$ cat config.mk
export PLATFORM = sky130hd
export DESIGN_NAME = stack_arbiter_flat
export DESIGN_NICKNAME = d
export VERILOG_FILES = /design/src/rtl/stack_arbiter_if.sv /design/src/rtl/stack_arbiter.sv /design/src/flat_wrapper.sv
export SDC_FILE = /design/constraint.sdc
export NUM_CORES = 1
export LEC_CHECK = 0
export ABC_AREA = 1
export BUFFER_PORTS_ARGS = -buffer_cell sky130_fd_sc_hd__buf_2
export CAP_MARGIN = 25
export CORE_MARGIN = 2
export CORE_UTILIZATION = 51
export CTS_BUF_LIST = sky130_fd_sc_hd__clkbuf_4 sky130_fd_sc_hd__clkbuf_8 sky130_fd_sc_hd__clkbuf_16
export DETAILED_ROUTE_END_ITERATION = 6
export PLACE_DENSITY = 0.85
export SLEW_MARGIN = 40
export SYNTH_ARGS = -nofsm -noshare
export SYNTH_HDL_FRONTEND = slang
export SYNTH_SLANG_ARGS = --single-unit
$ cat constraint.sdc
create_clock -name clk -period 2.8 [get_ports clk]
set_input_delay 0.28 -clock clk [delete_from_list [all_inputs] [get_ports clk]]
set_output_delay 0.28 -clock clk [all_outputs]
set_load 0.03 [all_outputs]
$ cat src/rtl/stack_arbiter_if.sv
// Bundle of requester A/B handshakes, stack command/response lines and status
// shared between the stack arbiter (slave) and its environment (master).
interface stack_arbiter_if #(
    parameter int DATA_W = 8,
    parameter int DEPTH  = 16
);
    localparam int CNT_W = $clog2(DEPTH) + 1;

    logic              a_req;
    logic              a_op;
    logic [DATA_W-1:0] a_wdata;
    logic              a_ack;
    logic [DATA_W-1:0] a_rdata;
    logic              a_err;

    logic              b_req;
    logic              b_op;
    logic [DATA_W-1:0] b_wdata;
    logic              b_ack;
    logic [DATA_W-1:0] b_rdata;
    logic              b_err;

    logic              stk_reset;
    logic              stk_push;
    logic              stk_pop;
    logic [DATA_W-1:0] stk_data_in;
    logic [DATA_W-1:0] stk_data_out;
    logic              stk_error;

    logic [CNT_W-1:0]  count;
    logic              busy;

    modport slave (
        input  a_req, a_op, a_wdata, b_req, b_op, b_wdata, stk_data_out, stk_error,
        output a_ack, a_rdata, a_err, b_ack, b_rdata, b_err,
        output stk_reset, stk_push, stk_pop, stk_data_in, count, busy
    );

    modport master (
        output a_req, a_op, a_wdata, b_req, b_op, b_wdata, stk_data_out, stk_error,
        input  a_ack, a_rdata, a_err, b_ack, b_rdata, b_err,
        input  stk_reset, stk_push, stk_pop, stk_data_in, count, busy
    );
endinterface

$ cat src/rtl/stack_arbiter.sv
// Round-robin arbiter giving two requesters serialized push/pop access to one
// stack; tracks occupancy and rejects overflow/underflow before touching the stack.
module stack_arbiter #(
    parameter int DATA_W = 8,
    parameter int DEPTH  = 16
) (
    input logic            clk,
    input logic            reset,
    stack_arbiter_if.slave io_bus
);
    localparam int CNT_W = $clog2(DEPTH) + 1;
    localparam logic [CNT_W-1:0] FULL_CNT = CNT_W'(DEPTH);

    typedef enum logic [1:0] {IDLE, ISSUE, WAIT, RESP} state_t;

    state_t            r_state;
    logic              r_last_b;
    logic              r_gnt_b;
    logic              r_op;
    logic              r_a_ack;
    logic              r_b_ack;
    logic              r_a_err;
    logic              r_b_err;
    logic [DATA_W-1:0] r_a_rdata;
    logic [DATA_W-1:0] r_b_rdata;
    logic              r_push;
    logic              r_pop;
    logic [DATA_W-1:0] r_data_in;
    logic [CNT_W-1:0]  r_count;
    logic              r_stk_reset;

    logic              w_any_req;
    logic              w_gnt_b;
    logic              w_op;
    logic [DATA_W-1:0] w_wdata;
    logic              w_reject;

    // B wins only when A is idle or A was the last one served.
    assign w_any_req = io_bus.a_req | io_bus.b_req;
    assign w_gnt_b   = io_bus.b_req & (~io_bus.a_req | ~r_last_b);
    assign w_op      = w_gnt_b ? io_bus.b_op    : io_bus.a_op;
    assign w_wdata   = w_gnt_b ? io_bus.b_wdata : io_bus.a_wdata;
    assign w_reject  = w_op ? (r_count == FULL_CNT) : (r_count == '0);

    always_ff @(posedge clk or negedge reset) begin
        if (!reset) begin
            r_state     <= IDLE;
            r_last_b    <= 1'b1;
            r_gnt_b     <= 1'b0;
            r_op        <= 1'b0;
            r_a_ack     <= 1'b0;
            r_b_ack     <= 1'b0;
            r_a_err     <= 1'b0;
            r_b_err     <= 1'b0;
            r_a_rdata   <= '0;
            r_b_rdata   <= '0;
            r_push      <= 1'b0;
            r_pop       <= 1'b0;
            r_data_in   <= '0;
            r_count     <= '0;
            r_stk_reset <= 1'b1;
        end else begin
            r_stk_reset <= 1'b0;
            r_a_ack     <= 1'b0;
            r_b_ack     <= 1'b0;
            r_a_err     <= 1'b0;
            r_b_err     <= 1'b0;
            r_a_rdata   <= '0;
            r_b_rdata   <= '0;
            r_push      <= 1'b0;
            r_pop       <= 1'b0;
            r_data_in   <= '0;
            case (r_state)
                IDLE: begin
                    if (w_any_req) begin
                        r_gnt_b  <= w_gnt_b;
                        r_last_b <= w_gnt_b;
                        r_op     <= w_op;
                        if (w_reject) begin
                            r_state <= RESP;
                            r_a_ack <= ~w_gnt_b;
                            r_b_ack <= w_gnt_b;
                            r_a_err <= ~w_gnt_b;
                            r_b_err <= w_gnt_b;
                        end else begin
                            r_state   <= ISSUE;
                            r_push    <= w_op;
                            r_pop     <= ~w_op;
                            r_data_in <= w_op ? w_wdata : '0;
                        end
                    end
                end
                ISSUE: begin
                    r_count <= r_op ? r_count + CNT_W'(1) : r_count - CNT_W'(1);
                    r_state <= WAIT;
                end
                WAIT: begin
                    // The stack's top-of-stack and error are valid one cycle after the strobe.
                    r_state   <= RESP;
                    r_a_ack   <= ~r_gnt_b;
                    r_b_ack   <= r_gnt_b;
                    r_a_err   <= ~r_gnt_b & io_bus.stk_error;
                    r_b_err   <= r_gnt_b & io_bus.stk_error;
                    r_a_rdata <= (~r_gnt_b & ~r_op) ? io_bus.stk_data_out : '0;
                    r_b_rdata <= (r_gnt_b & ~r_op) ? io_bus.stk_data_out : '0;
                end
                RESP: begin
                    r_state <= IDLE;
                end
                default: begin
                    r_state <= IDLE;
                end
            endcase
        end
    end

    assign io_bus.a_ack       = r_a_ack;
    assign io_bus.a_err       = r_a_err;
    assign io_bus.a_rdata     = r_a_rdata;
    assign io_bus.b_ack       = r_b_ack;
    assign io_bus.b_err       = r_b_err;
    assign io_bus.b_rdata     = r_b_rdata;
    assign io_bus.stk_reset   = r_stk_reset;
    assign io_bus.stk_push    = r_push;
    assign io_bus.stk_pop     = r_pop;
    assign io_bus.stk_data_in = r_data_in;
    assign io_bus.count       = r_count;
    assign io_bus.busy        = (r_state != IDLE);
endmodule

$ cat src/flat_wrapper.sv
// flat-port wrapper written by rule: the top's interface ports become plain ports
module stack_arbiter_flat 
#(
    parameter int DATA_W = 8,
    parameter int DEPTH  = 16
)
  (clk, reset, io_bus_a_req, io_bus_a_op, io_bus_a_wdata, io_bus_b_req, io_bus_b_op, io_bus_b_wdata, io_bus_stk_data_out, io_bus_stk_error, io_bus_a_ack, io_bus_a_rdata, io_bus_a_err, io_bus_b_ack, io_bus_b_rdata, io_bus_b_err, io_bus_stk_reset, io_bus_stk_push, io_bus_stk_pop, io_bus_stk_data_in, io_bus_count, io_bus_busy);
  stack_arbiter_if #(.DATA_W(DATA_W), .DEPTH(DEPTH)) io_bus_i ();
  input logic clk;
  input logic reset;
  input wire logic [$bits(io_bus_i.a_req)-1:0] io_bus_a_req;
  input wire logic [$bits(io_bus_i.a_op)-1:0] io_bus_a_op;
  input wire logic [$bits(io_bus_i.a_wdata)-1:0] io_bus_a_wdata;
  input wire logic [$bits(io_bus_i.b_req)-1:0] io_bus_b_req;
  input wire logic [$bits(io_bus_i.b_op)-1:0] io_bus_b_op;
  input wire logic [$bits(io_bus_i.b_wdata)-1:0] io_bus_b_wdata;
  input wire logic [$bits(io_bus_i.stk_data_out)-1:0] io_bus_stk_data_out;
  input wire logic [$bits(io_bus_i.stk_error)-1:0] io_bus_stk_error;
  output wire logic [$bits(io_bus_i.a_ack)-1:0] io_bus_a_ack;
  output wire logic [$bits(io_bus_i.a_rdata)-1:0] io_bus_a_rdata;
  output wire logic [$bits(io_bus_i.a_err)-1:0] io_bus_a_err;
  output wire logic [$bits(io_bus_i.b_ack)-1:0] io_bus_b_ack;
  output wire logic [$bits(io_bus_i.b_rdata)-1:0] io_bus_b_rdata;
  output wire logic [$bits(io_bus_i.b_err)-1:0] io_bus_b_err;
  output wire logic [$bits(io_bus_i.stk_reset)-1:0] io_bus_stk_reset;
  output wire logic [$bits(io_bus_i.stk_push)-1:0] io_bus_stk_push;
  output wire logic [$bits(io_bus_i.stk_pop)-1:0] io_bus_stk_pop;
  output wire logic [$bits(io_bus_i.stk_data_in)-1:0] io_bus_stk_data_in;
  output wire logic [$bits(io_bus_i.count)-1:0] io_bus_count;
  output wire logic [$bits(io_bus_i.busy)-1:0] io_bus_busy;
  assign io_bus_i.a_req = io_bus_a_req;
  assign io_bus_i.a_op = io_bus_a_op;
  assign io_bus_i.a_wdata = io_bus_a_wdata;
  assign io_bus_i.b_req = io_bus_b_req;
  assign io_bus_i.b_op = io_bus_b_op;
  assign io_bus_i.b_wdata = io_bus_b_wdata;
  assign io_bus_i.stk_data_out = io_bus_stk_data_out;
  assign io_bus_i.stk_error = io_bus_stk_error;
  assign io_bus_a_ack = io_bus_i.a_ack;
  assign io_bus_a_rdata = io_bus_i.a_rdata;
  assign io_bus_a_err = io_bus_i.a_err;
  assign io_bus_b_ack = io_bus_i.b_ack;
  assign io_bus_b_rdata = io_bus_i.b_rdata;
  assign io_bus_b_err = io_bus_i.b_err;
  assign io_bus_stk_reset = io_bus_i.stk_reset;
  assign io_bus_stk_push = io_bus_i.stk_push;
  assign io_bus_stk_pop = io_bus_i.stk_pop;
  assign io_bus_stk_data_in = io_bus_i.stk_data_in;
  assign io_bus_count = io_bus_i.count;
  assign io_bus_busy = io_bus_i.busy;
  stack_arbiter #(.DATA_W(DATA_W), .DEPTH(DEPTH)) u_core (.clk(clk), .reset(reset), .io_bus(io_bus_i));
endmodule
==> impl_metrics.tcl <==
set metrics [dict create \
    outcome "complete, no violations" \
    synth-seq-area-share_pct 59.3 \
    die_h_um 62.3 \
    cts_max_level 2 \
    grt_util_all_layers_pct 19.4 \
    routedWlPerCell_um 11.3 \
    wl_um 3400 \
    min_period_ps 1650 \
    synth_cells 180 \
    ys_warn_count 0 \
    seqPwrFrac_pct 37.3 \
    final_area_um2 2200 \
    vias 1457 \
    die_area_um2 3890 \
    fin_ws_ps 1150 \
    pre_cts_ws_ps 1210 \
    die_x_um 62.3 \
    ant_nets 0 \
    fmaxAchievable_mhz 606 \
    cts_tree "built" \
    dp_hpwl_um 2550 \
    n_antenna_cell 0 \
    internal_power_w 0.00122 \
    clockPowerShare_pct 13.9 \
    ioPinCount 68 \
    finClkSkew_ps 9.76 \
    overflow 0 \
    power_density_nw_per_um2 1030 \
    setup_viol 0 \
    synth_top_area_share_pct 56.2 \
    clk_path_buf_depth 2 \
    antenna_found_initial 0 \
    cts_sinks 41 \
    place.gp.congestion 0.921 \
    num_rows 21 \
    grt_pass1_vias 1324 \
    portBuffers 67 \
    crit_chain "inv_1, ha_1, inv_2, buf_2" \
    synth_area_leader_cell "dfrtp_1" \
    vdd_ir_drop_max_mv 0.520 \
    cts-root-buf "clkbuf_4" \
    period_share_pct 58.9 \
    core_area_um2 3310 \
    end_kind "primary output" \
    final_common_cell "buf_2" \
    clk_pin_slew_ps 120 \
    max_stage_delay_ps 420 \
    layout_common_cells "66 x buf_2, 41 x nand2_1, 39 x dfrtp_1, 21 x inv_1, 16 x nor3_1" \
    crit_fanout 5 \
    hold_class "in2reg" \
    first_pass_iters 4 \
    postCtsHoldBufs 1 \
    drcViolationCount 0 \
    grt_first_pass_wirelength_um 5900 \
    critPathLaunchType "flop" \
    p_comb_share_pct 48.8 \
    first_iter_violations 93 \
    finalSetupTns_ps 0 \
    cts_buffers 5 \
    syn_nets 218 \
    worstPathRequired_ps 2520 \
    postSynthAreaPerCell_um2 9.64 \
    grt_start_max_net_pins 42 \
    power_leakage_nw 1.29 \
    clk_latency_ps 350 \
    viasPerCell 4.84 \
    arrival_ps 1370 \
    ys_ff_latch 41 \
    rsz0062_at_grt "false" \
    slew_violations 0 \
    p_sw_w 0.00105 \
    utilization_pct 66.5 \
    p_sw_share_pct 46.3 \
    finalNetCount 292 \
    place_area_um2 2130 \
    yosys-top-cells-area "dfrtp_1 56%, nand2_1 8.9%, nor3_1 4.6%" \
    synth_area_um2 1740 \
    cp_slowest_cell "dfrtp_1" \
    syn2layout_area_growth_pct 26.9 \
    synthDistinctLibCells 23 \
    post_cts_resize_count 0 \
    drive_gt1_share_pct 34.9 \
    crit_type "reg2out" \
    hold_viol_final 0 \
    start_util_pct 52.4 \
    post_cts_buffers 0 \
    maxCapViolations 0 \
]
## routing by layer
layer	vias up	GRT usage [%]	wire, um
li1	720	-	-
met1	681	25.5	1510
met2	50	30.6	1610
met3	6	5.80	219
met4	0	7.50	55
met5	-	0	0
## final cells by class
class,instances,area (um2)
Clock buffer,6,51.3
Sequential cell,41,1030
Clock inverter,2,13.8
Fill cell,287,1110
Tap cell,46,57.6
Multi-Input combinational cell,113,607
Inverter,25,96.3
Timing Repair Buffer,68,348
## metrics by stage
step,power [W],hold WS [ps],std cells
after floorplan,0.00167,-15.6,180
after global placement,0.00193,444,292
after detailed placement,0.00198,283,292
after CTS,0.00229,140,301
after global routing,0.00245,135,301
final,0.00227,155,301
## cells by family (layout without fill, tap and decap cells)
family,count (synthesis),after routing,synth area share (%)
compound gates,19,19,5.77
xor+xnor,3,3,1.51
fa+ha+maj,7,7,5.48
buf+inv,26,101,5.77
flops,41,41,59.3
other cells,1,1,0.216
simple gates,83,83,22.0
## synth_stat cells
| library cell | instances |
|---|---|
| a21oi_1 | 10 |
| clkbuf_1 | 1 |
| conb_1 | 1 |
| dfrtp_1 | 39 |
| dfstp_2 | 2 |
| fa_1 | 1 |
| ha_1 | 6 |
| inv_1 | 21 |
| inv_2 | 3 |
| inv_4 | 1 |
| nand2_1 | 41 |
| nand2_2 | 2 |
| nand2_4 | 2 |
| nand3_1 | 11 |
| nand3_2 | 1 |
| nor2_1 | 8 |
| nor2_4 | 1 |
| nor3_1 | 16 |
| o21ai_0 | 7 |
| o21ai_2 | 1 |
| o22ai_1 | 1 |
| or2_2 | 1 |
| xor2_1 | 3 |
## registers in the layout, summed over array words and instances (netlist names), 2 cells and up
register,count
u_core.io_bus.count,5
u_core.r_state,2
u_core.io_bus.b_rdata,8
u_core.io_bus.stk_data_in,8
u_core.io_bus.a_rdata,8
## power groups by stage
stage	logic (W)	clock network, W	registers [W]
after floorplan	0.000583	0	0.00109
after global placement	0.00108	0	0.000856
after detailed placement	0.00112	0	0.000862
after CTS	0.00112	0.000320	0.000849
after global routing	0.00123	0.000353	0.000867
final	0.00111	0.000315	0.000849
## critical path: cells and delay by family (launching register included)
| kind | cells | cell delay (ps) |
|---|---|---|
| fa+ha+maj | 1 | 260 |
| flops | 1 | 420 |
| buf+inv | 3 | 340 |
## path summary, 6_finish.rpt
| check | slack [ps] | cells after the start | from | to |
|---|---|---|---|---|
| min in group asynchronous | 420 | 2 | reset | u_core.io_bus.a_rdata[7]$_DFF_PN0_ |
| max in group asynchronous | 2020 | 2 | reset | u_core.r_last_b$_DFFE_PN1P_ |
| min reg2reg | 490 | 2 | u_core.r_last_b$_DFFE_PN1P_ | u_core.r_last_b$_DFFE_PN1P_ |
| min | 160 | 3 | io_bus_b_wdata[4] | u_core.io_bus.stk_data_in[4]$_DFF_PN0_ |
| max | 1150 | 4 | u_core.r_state[1]$_DFFE_PN0P_ | io_bus_busy |
| max reg2reg | 1190 | 7 | u_core.r_op$_DFFE_PN0P_ | u_core.io_bus.count[3]$_DFFE_PN0N_ |
No activity file was read; power rests on OpenSTA's default activity.
